File: config.mk
export PLATFORM = sky130hd
export DESIGN_NAME = seq_alu_flat
export DESIGN_NICKNAME = d
export VERILOG_FILES = /design/src/rtl/seq_alu_if.sv /design/src/rtl/seq_alu.sv /design/src/flat_wrapper.sv
export SDC_FILE = /design/constraint.sdc
export NUM_CORES = 1
export LEC_CHECK = 0
export CAP_MARGIN = 20
export CORE_ASPECT_RATIO = 1.4
export CORE_MARGIN = 2
export CORE_UTILIZATION = 53
export CTS_CLUSTER_DIAMETER = 80
export DETAILED_ROUTE_END_ITERATION = 10
export PLACE_DENSITY = 0.8
export SYNTH_ARGS = -nofsm -noshare
export SYNTH_HDL_FRONTEND = slang
export SYNTH_SLANG_ARGS = --single-unit
File: constraint.sdc
create_clock -name clk -period 3.4 [get_ports clk]
set_clock_uncertainty 0.15 [all_clocks]
set_input_delay 0.85 -clock clk [delete_from_list [all_inputs] [get_ports clk]]
set_output_delay 0.85 -clock clk [all_outputs]
set_load 0.03 [all_outputs]
File: src/rtl/seq_alu_if.sv
// Operand/result handshake bundle for seq_alu. With SEQ_ALU_FLAGS_EXT_EN
// defined the bundle also carries the carry and ovf result flags.
interface seq_alu_if #(
  parameter int WIDTH = 16
);
  logic             in_valid;
  logic             in_ready;
  logic [WIDTH-1:0] x;
  logic [WIDTH-1:0] y;
  logic             zx, nx, zy, ny, f, no;
  logic             out_valid;
  logic             out_ready;
  logic [WIDTH-1:0] out;
  logic             zr;
  logic             ng;
`ifdef SEQ_ALU_FLAGS_EXT_EN
  logic             carry;
  logic             ovf;
`endif

  modport master (
`ifdef SEQ_ALU_FLAGS_EXT_EN
    input  carry, ovf,
`endif
    output in_valid, x, y, zx, nx, zy, ny, f, no, out_ready,
    input  in_ready, out_valid, out, zr, ng
  );

  modport slave (
`ifdef SEQ_ALU_FLAGS_EXT_EN
    output carry, ovf,
`endif
    input  in_valid, x, y, zx, nx, zy, ny, f, no, out_ready,
    output in_ready, out_valid, out, zr, ng
  );
endinterface

File: src/rtl/seq_alu.sv
// Digit-serial Hack ALU: WIDTH-bit operation in DIGIT-bit chunks, LSB chunk first.
// Optional macro SEQ_ALU_FLAGS_EXT_EN adds registered carry/ovf result flags.
module seq_alu #(
  parameter int WIDTH = 16,
  parameter int DIGIT = 4
) (
  input  logic     clk,
  input  logic     rst_n,
  input  logic     abort,
  seq_alu_if.slave bus
);

  localparam int NCHUNK = WIDTH / DIGIT;
  localparam int CNT_W  = (NCHUNK > 1) ? $clog2(NCHUNK) : 1;

  typedef enum logic [1:0] {IDLE = 2'd0, RUN = 2'd1, DONE = 2'd2} state_t;

  state_t           state, state_nxt;
  logic [WIDTH-1:0] xs, ys, acc, res, res_nxt;
  logic             f_r, no_r, cy, zacc, zr_r, ng_r;
  logic [CNT_W-1:0] cnt;
  logic             last;
  logic [DIGIT-1:0] xk, yk, r_raw, r_out;
  logic [DIGIT:0]   sum;
`ifdef SEQ_ALU_FLAGS_EXT_EN
  logic             carry_r, ovf_r;
`endif

  function automatic logic [WIDTH-1:0] pre_op(input logic [WIDTH-1:0] v,
                                              input logic z, input logic n);
    logic [WIDTH-1:0] t;
    t = z ? '0 : v;
    return n ? ~t : t;
  endfunction

  // Operands are shifted right each RUN cycle, so the live chunk is always at bit 0
  assign xk    = xs[DIGIT-1:0];
  assign yk    = ys[DIGIT-1:0];
  assign sum   = {1'b0, xk} + {1'b0, yk} + {{DIGIT{1'b0}}, cy};
  assign r_raw = f_r ? sum[DIGIT-1:0] : (xk & yk);
  assign r_out = no_r ? ~r_raw : r_raw;
  assign last  = (cnt == CNT_W'(NCHUNK - 1));

  // Result chunks enter from the top so the first chunk ends up at bit 0
  assign res_nxt = (acc >> DIGIT) | (WIDTH'(r_out) << (WIDTH - DIGIT));

  always_ff @(posedge clk or negedge rst_n) begin
    if (!rst_n) state <= IDLE;
    else        state <= state_nxt;
  end

  always_comb begin
    state_nxt = state;
    if (abort) begin
      state_nxt = IDLE;
    end else begin
      case (state)
        IDLE:    if (bus.in_valid)  state_nxt = RUN;
        RUN:     if (last)          state_nxt = DONE;
        DONE:    if (bus.out_ready) state_nxt = IDLE;
        default:                    state_nxt = IDLE;
      endcase
    end
  end

  always_ff @(posedge clk or negedge rst_n) begin
    if (!rst_n) begin
      xs   <= '0;
      ys   <= '0;
      acc  <= '0;
      res  <= '0;
      f_r  <= 1'b0;
      no_r <= 1'b0;
      cy   <= 1'b0;
      zacc <= 1'b0;
      zr_r <= 1'b0;
      ng_r <= 1'b0;
      cnt  <= '0;
`ifdef SEQ_ALU_FLAGS_EXT_EN
      carry_r <= 1'b0;
      ovf_r   <= 1'b0;
`endif
    end else if (abort) begin
      cnt <= '0;
      cy  <= 1'b0;
    end else begin
      case (state)
        IDLE: if (bus.in_valid) begin
          xs   <= pre_op(bus.x, bus.zx, bus.nx);
          ys   <= pre_op(bus.y, bus.zy, bus.ny);
          f_r  <= bus.f;
          no_r <= bus.no;
          cnt  <= '0;
          cy   <= 1'b0;
          zacc <= 1'b0;
        end
        RUN: begin
          xs   <= xs >> DIGIT;
          ys   <= ys >> DIGIT;
          acc  <= res_nxt;
          cy   <= f_r & sum[DIGIT];
          zacc <= zacc | (|r_out);
          cnt  <= cnt + 1'b1;
          if (last) begin
            cnt  <= '0;
            res  <= res_nxt;
            zr_r <= ~(zacc | (|r_out));
            ng_r <= res_nxt[WIDTH-1];
`ifdef SEQ_ALU_FLAGS_EXT_EN
            // Overflow judged on the raw sum MSB, before the no inversion
            carry_r <= f_r & sum[DIGIT];
            ovf_r   <= f_r & (xk[DIGIT-1] == yk[DIGIT-1]) & (sum[DIGIT-1] != xk[DIGIT-1]);
`endif
          end
        end
        default: ;
      endcase
    end
  end

  assign bus.in_ready  = (state == IDLE);
  assign bus.out_valid = (state == DONE);
  assign bus.out       = res;
  assign bus.zr        = zr_r;
  assign bus.ng        = ng_r;
`ifdef SEQ_ALU_FLAGS_EXT_EN
  assign bus.carry     = carry_r;
  assign bus.ovf       = ovf_r;
`endif

endmodule

File: src/flat_wrapper.sv
// flat-port wrapper written by rule: the top's interface ports become plain ports
module seq_alu_flat 
#(
  parameter int WIDTH = 16,
  parameter int DIGIT = 4
)
  (clk, rst_n, abort, bus_in_valid, bus_x, bus_y, bus_zx, bus_nx, bus_zy, bus_ny, bus_f, bus_no, bus_out_ready, bus_in_ready, bus_out_valid, bus_out, bus_zr, bus_ng);
  seq_alu_if #(.WIDTH(WIDTH)) bus_i ();
  input  logic clk;
  input  logic rst_n;
  input  logic abort;
  input wire logic [$bits(bus_i.in_valid)-1:0] bus_in_valid;
  input wire logic [$bits(bus_i.x)-1:0] bus_x;
  input wire logic [$bits(bus_i.y)-1:0] bus_y;
  input wire logic [$bits(bus_i.zx)-1:0] bus_zx;
  input wire logic [$bits(bus_i.nx)-1:0] bus_nx;
  input wire logic [$bits(bus_i.zy)-1:0] bus_zy;
  input wire logic [$bits(bus_i.ny)-1:0] bus_ny;
  input wire logic [$bits(bus_i.f)-1:0] bus_f;
  input wire logic [$bits(bus_i.no)-1:0] bus_no;
  input wire logic [$bits(bus_i.out_ready)-1:0] bus_out_ready;
  output wire logic [$bits(bus_i.in_ready)-1:0] bus_in_ready;
  output wire logic [$bits(bus_i.out_valid)-1:0] bus_out_valid;
  output wire logic [$bits(bus_i.out)-1:0] bus_out;
  output wire logic [$bits(bus_i.zr)-1:0] bus_zr;
  output wire logic [$bits(bus_i.ng)-1:0] bus_ng;
  assign bus_i.in_valid = bus_in_valid;
  assign bus_i.x = bus_x;
  assign bus_i.y = bus_y;
  assign bus_i.zx = bus_zx;
  assign bus_i.nx = bus_nx;
  assign bus_i.zy = bus_zy;
  assign bus_i.ny = bus_ny;
  assign bus_i.f = bus_f;
  assign bus_i.no = bus_no;
  assign bus_i.out_ready = bus_out_ready;
  assign bus_in_ready = bus_i.in_ready;
  assign bus_out_valid = bus_i.out_valid;
  assign bus_out = bus_i.out;
  assign bus_zr = bus_i.zr;
  assign bus_ng = bus_i.ng;
  seq_alu #(.WIDTH(WIDTH), .DIGIT(DIGIT)) u_core (.clk(clk), .rst_n(rst_n), .abort(abort), .bus(bus_i));
endmodule
# Word level (Yosys, flattened, before mapping)
# Cells that the tools add are included.
# totals
elab_cells	64
out_inout_bits	20
ff_bits	74
inputBits	43
# classes
bitwise	9
n_reduce_logical	10
n_addsub	3
n_eq_ne	7
n_mux	23
# ops
cell	count
two-way mux 16 bit	6
one-hot mux 16 bit (2 select lines)	2
inverter 16 bit	2
bitwise OR 12 x 16 -> 16 bit	1
two-way mux 2 bit	7
AND reduction 3 bit	4
two-way mux 4 bit	2
!= test 3 bit, second input constant	2
one-hot mux 2 bit (3 select lines)	1
adder 4 x 4 -> 5 bit	1
adder 5 x 1 -> 5 bit	1
AND 4 bit	1
== test 2 bit, second input constant	2
inverter 4 bit	1
one-hot mux 1 bit (2 select lines)	2
one-hot mux 2 bit (2 select lines)	1
AND reduction 2 bit	2
OR reduction 4 bit	1
!= test 3 x 2 -> 1 bit, second input constant	1
nonzero test 3 bit	1
adder 2 x 1 -> 2 bit, second input constant	1
== test 2 x 1 -> 1 bit, second input constant	1
zero test 2 bit	1
two-way mux 1 bit	2
other kinds (5)	6

# Depth between registers and ports, before layout
# logic_depth
word_depth	8
mapped_depth	7
ltp_nobuf	7

# Least setup slack after synthesis
# No wires, ideal clock.
# synth_timing
path_kind	register to register
from	register u_core.cy
to	register u_core.zr_r (netlist: u_core.bus.zr)
required_ns	3.184
synth_period_minus_slack_ns	2.544
n_path_buf	0
arrival_ns	2.328
setup_ns	0.066
slack_ns	0.856
stages_incl_launch_ff	8
path_cell_list	dfrtp_1 fa_1 fa_1 xor2_1 mux2i_1 or4_1 mux2i_1 mux2_1
# synth_between
elab_chain_cells	7
# synth_lines
element	line	source
start: declaration	seq_alu.sv:20	logic f_r, no_r, cy, zacc, zr_r, ng_r;
start signal: assignment	seq_alu.sv:101	cy <= f_r & sum[DIGIT];
adder 5 x 1 -> 5 bit *	seq_alu.sv:39	assign sum = {1'b0, xk} + {1'b0, yk} + {{DIGIT{1'b0}}, cy};
two-way mux 4 bit *	seq_alu.sv:40	assign r_raw = f_r ? sum[DIGIT-1:0] : (xk & yk);
inverter 4 bit	seq_alu.sv:41	assign r_out = no_r ? ~r_raw : r_raw;
two-way mux 4 bit *	seq_alu.sv:41	
OR reduction 4 bit *	seq_alu.sv:107	zr_r <= ~(zacc | (|r_out));
bitwise OR 1 bit *	seq_alu.sv:107	
inverter 1 bit *	seq_alu.sv:107	
end signal: assignment	seq_alu.sv:107	
end: declaration	seq_alu.sv:20	
# Mark *: on every way between the ends. The rest lies on a longest branch, timed or not.
# A chain may end at the register's enable or synchronous reset.

# Final worst setup path
# layout_timing
from	register u_core.state[1]
to	output port bus_out_valid
# layout_between
elab_chain_cells	1
# layout_lines
element	line	source
start: declaration	seq_alu.sv:18	state_t state, state_nxt;
start signal: assignment	seq_alu.sv:49	else state <= state_nxt;
== test 2 bit	seq_alu.sv:122	assign bus.out_valid = (state == DONE);
end: declaration	flat_wrapper.sv:23	output wire logic [$bits(bus_i.out_valid)-1:0] bus_out_valid;
# Every way passes these cells.

==> summary.txt <==
Logic synthesis
  – Cell taking the most area after synthesis: dfrtp_1
  – Synth area leaders: dfrtp_1, xnor2_1, nand2_1
  – Post-Synth Adder-Cell Area: 0.0284
  – Syn_nets: 435
  – Syn_area_per_cell: 9.39 sq um
  – Register area share after synthesis: 0.478
  – Mux contribution to synthesized area: 0.0606
  – Gate count after technology mapping: 385
  – Simple-gate share of the synthesized area: 0.195
  – Largest family of logic cells by synthesized area: simple AND/OR/NAND/NOR gates
  – Yosys top cell area share: 0.478
  – #FFs+latches synth: 69
  – Post-Synth XOR/XNOR Area: 0.0897
  – Synth Cell Area: 0.00361 sq mm
  – Unique cell type count in the Yosys netlist: 32
  – Post-synthesis compound-gate area fraction: 0.108
  – Syn. warnings: 0

Critical path
  – Critical path startpoint category: flip-flop
  – Top Family by Delay on Critical Path: buffers and inverters
  – Worst r2r path cells: 7
  – Max incr delay on CP: 720 ps
  – Worst r2r src: u_core.cy$_DFFE_PN0P_
  – R2R Path End: u_core.bus.zr$_DFFE_PN0P_
  – Flop2flop setup slack: 710 ps
  – Worst path arrival time: 1770 ps
  – Req. time, crit path: 2400 ps
  – Worst path slowest cell: clkdlybuf4s50_1
  – Critical path cell sequence: nor2b_1 > clkdlybuf4s50_1
  – CP Capture Type: output pin
  – CP Max Fanout: 7
  – Critical path class: flip-flop to output pin
  – WP buf/inv: 1

Cells and area
  – Final design utilization: 0.681
  – Layout Cells excl Fill: 534
  – Number of nets in the layout: 487
  – Layout fillers: 525
  – Syn-to-layout area delta: 24.6%
  – Share of cells above drive strength 1: 0.0701
  – Most frequent cells in the layout: nand2_1, dfrtp_1, clkdlybuf4s50_1, o21ai_0, nor2b_1
  – Number of antenna diodes: 0

STA
  – RSZ-0062 raised after global routing: false
  – Fin crit period: 2770 ps
  – Hold WS: 318 ps
  – Max Slew Vio Count: 0
  – Slew headroom: 0.473
  – Worst-Margin Slew: 791 ps
  – Setup TNS: 0 ps
  – Setup violators final: 0
  – Fmax: 361 MHz
  – Final Cycle Share: 0.815
  – Fin. Hold Viols: 0

Run
  – Max-capacitance violation count: 0

Drt
  – Antenna-violating nets left: 0
  – Drt pass-1 iters: 5
  – Routed len/inst: 11.7 microns
  – WL final: 6270 microns
  – Via count: 2681
  – DRT iter0 DRCs: 78
  – DRC Markers: 0
  – Vias per cell: 5.02

Floorplan
  – Core area: 0.00661 sq mm
  – Number of core rows: 35
  – DIE AREA: 0.00751 sq mm
  – Top-level port count: 63
  – Die width: 73.8 microns
  – Starting density of the core: 0.547
  – Die Height: 102 microns

Placement
  – PortBufs: 62
  – Placer congestion estimate: 0.813
  – Placed cells: 518
  – Dpl hpwl: 4540 microns

CTS
  – Setup bufs post-CTS: 0
  – CTS tree: done
  – Total clock sinks: 69
  – Post-CTS Resized: 0
  – Root Buffer: clkbuf_8
  – # H-tree levels: 3
  – CTS Hold Bufs: 0
  – Max clock buf depth: 2
  – TritonCTS Buffers: 9
  – Clk Latency, worst-skew pair: 330 ps
  – Worst-path clk slew: 70 ps

Power and ir drop
  – Overall Power: 2.27 mW
  – Pwr dens: 503 mW/mm^2
  – Leakage power: 1.99 nW
  – Max IR drop VDD: 215 uV

Global route
  – Vias in the first global route: 2568
  – Total congestion overflow: 0
  – Initial antenna violation count: 0
  – First-pass GRT wire length: 10900 microns
  – GR Util All Layers: 0.185
  – Largest net degree at the start of global routing: 58

Hold path
  – Hold path endpoint: u_core.acc[5]$_DFFE_PN0P_
  – Hold wc startpoint: u_core.acc[5]$_DFFE_PN0P_
  – Min-Delay Path Depth: 2
  – Hold Crit Class: flip-flop to flip-flop

Run status
  – Status: complete, no violations
## cell type report
type	count	area, sq um	area share
Clock inverter	6	86.3	0.0192
Multi-Input combinational cell	287	1760	0.390
Timing Repair Buffer	68	673	0.149
Sequential cell	69	1730	0.383
Inverter	2	7.51	0.00167
Clock buffer	10	138	0.0305
Tap cell	92	115	0.0255
## report_power, final
part	switching (mW)	total, mW	internal [mW]	leakage (nW)
registers	0.100	1.06	0.959	0.899
logic	0.245	0.473	0.228	0.981
clock network	0.303	0.735	0.431	0.112
## worst max path at each step
stage | start | end | slack, ps | cells after the start
2_1_floorplan | u_core.cy$_DFFE_PN0P_ | u_core.bus.zr$_DFFE_PN0P_ | 860 | 7
3_3_place_gp | abort | u_core.f_r$_DFFE_PN0P_ | 670 | 5
3_5_place_dp | abort | u_core.f_r$_DFFE_PN0P_ | 610 | 5
4_1_cts | u_core.state[0]$_DFFE_PN0P_ | bus_out_valid | 640 | 2
5_1_grt | u_core.state[1]$_DFFE_PN0P_ | bus_out_valid | 580 | 2
6_report | u_core.state[1]$_DFFE_PN0P_ | bus_out_valid | 630 | 2
## layer usage
metal	track usage	wire length, microns	up-vias
met4	0.0909	142	0
met1	0.211	2660	1218
met5	0	0	-
li1	-	-	1367
met2	0.324	3210	82
met3	0.0358	252	14
## cells by family (layout without fill, tap and decap cells)
group,Yosys count,count (layout)
compound gates,75,75
xor+xnor,37,37
fa+ha+maj,7,7
buf+inv,29,86
flops,69,69
mux,20,20
simple gates,148,148
## flip-flops by register name (all words and copies together) (netlist names), 2 cells and up
register / flops
u_core.cnt: 2
u_core.state: 2
u_core.ys: 16
u_core.bus.out: 16
u_core.acc: 12
u_core.xs: 16
## cell usage after synthesis, drive strengths merged
cell type / instances
xnor2: 32
nor2: 31
nand2: 70
and4b: 1
buf: 11
o21bai: 1
inv: 2
or2b: 1
nand2b: 3
clkbuf: 16
nor2b: 36
nor4: 1
a22oi: 2
xor2: 5
mux2i: 5
dfrtp: 69
nor3: 3
mux2: 15
o32ai: 1
nand4: 1
a21oi: 28
fa: 2
o211ai: 1
or4: 1
ha: 5
o21ai: 42
## tightest hold or removal path: cells and delay by family (launching register included)
kind / cells / cell delay (ps)
flops: 1 / 340
simple gates: 2 / 100
## stage by stage
stage,setup WS (ps),area (sq um)
3_3_place_gp,672,4280
4_1_cts,640,4510
6_report,629,4510
5_1_grt,582,4510
2_1_floorplan,856,3610
3_5_place_dp,614,4280
Power figures use the tool's default switching activity.
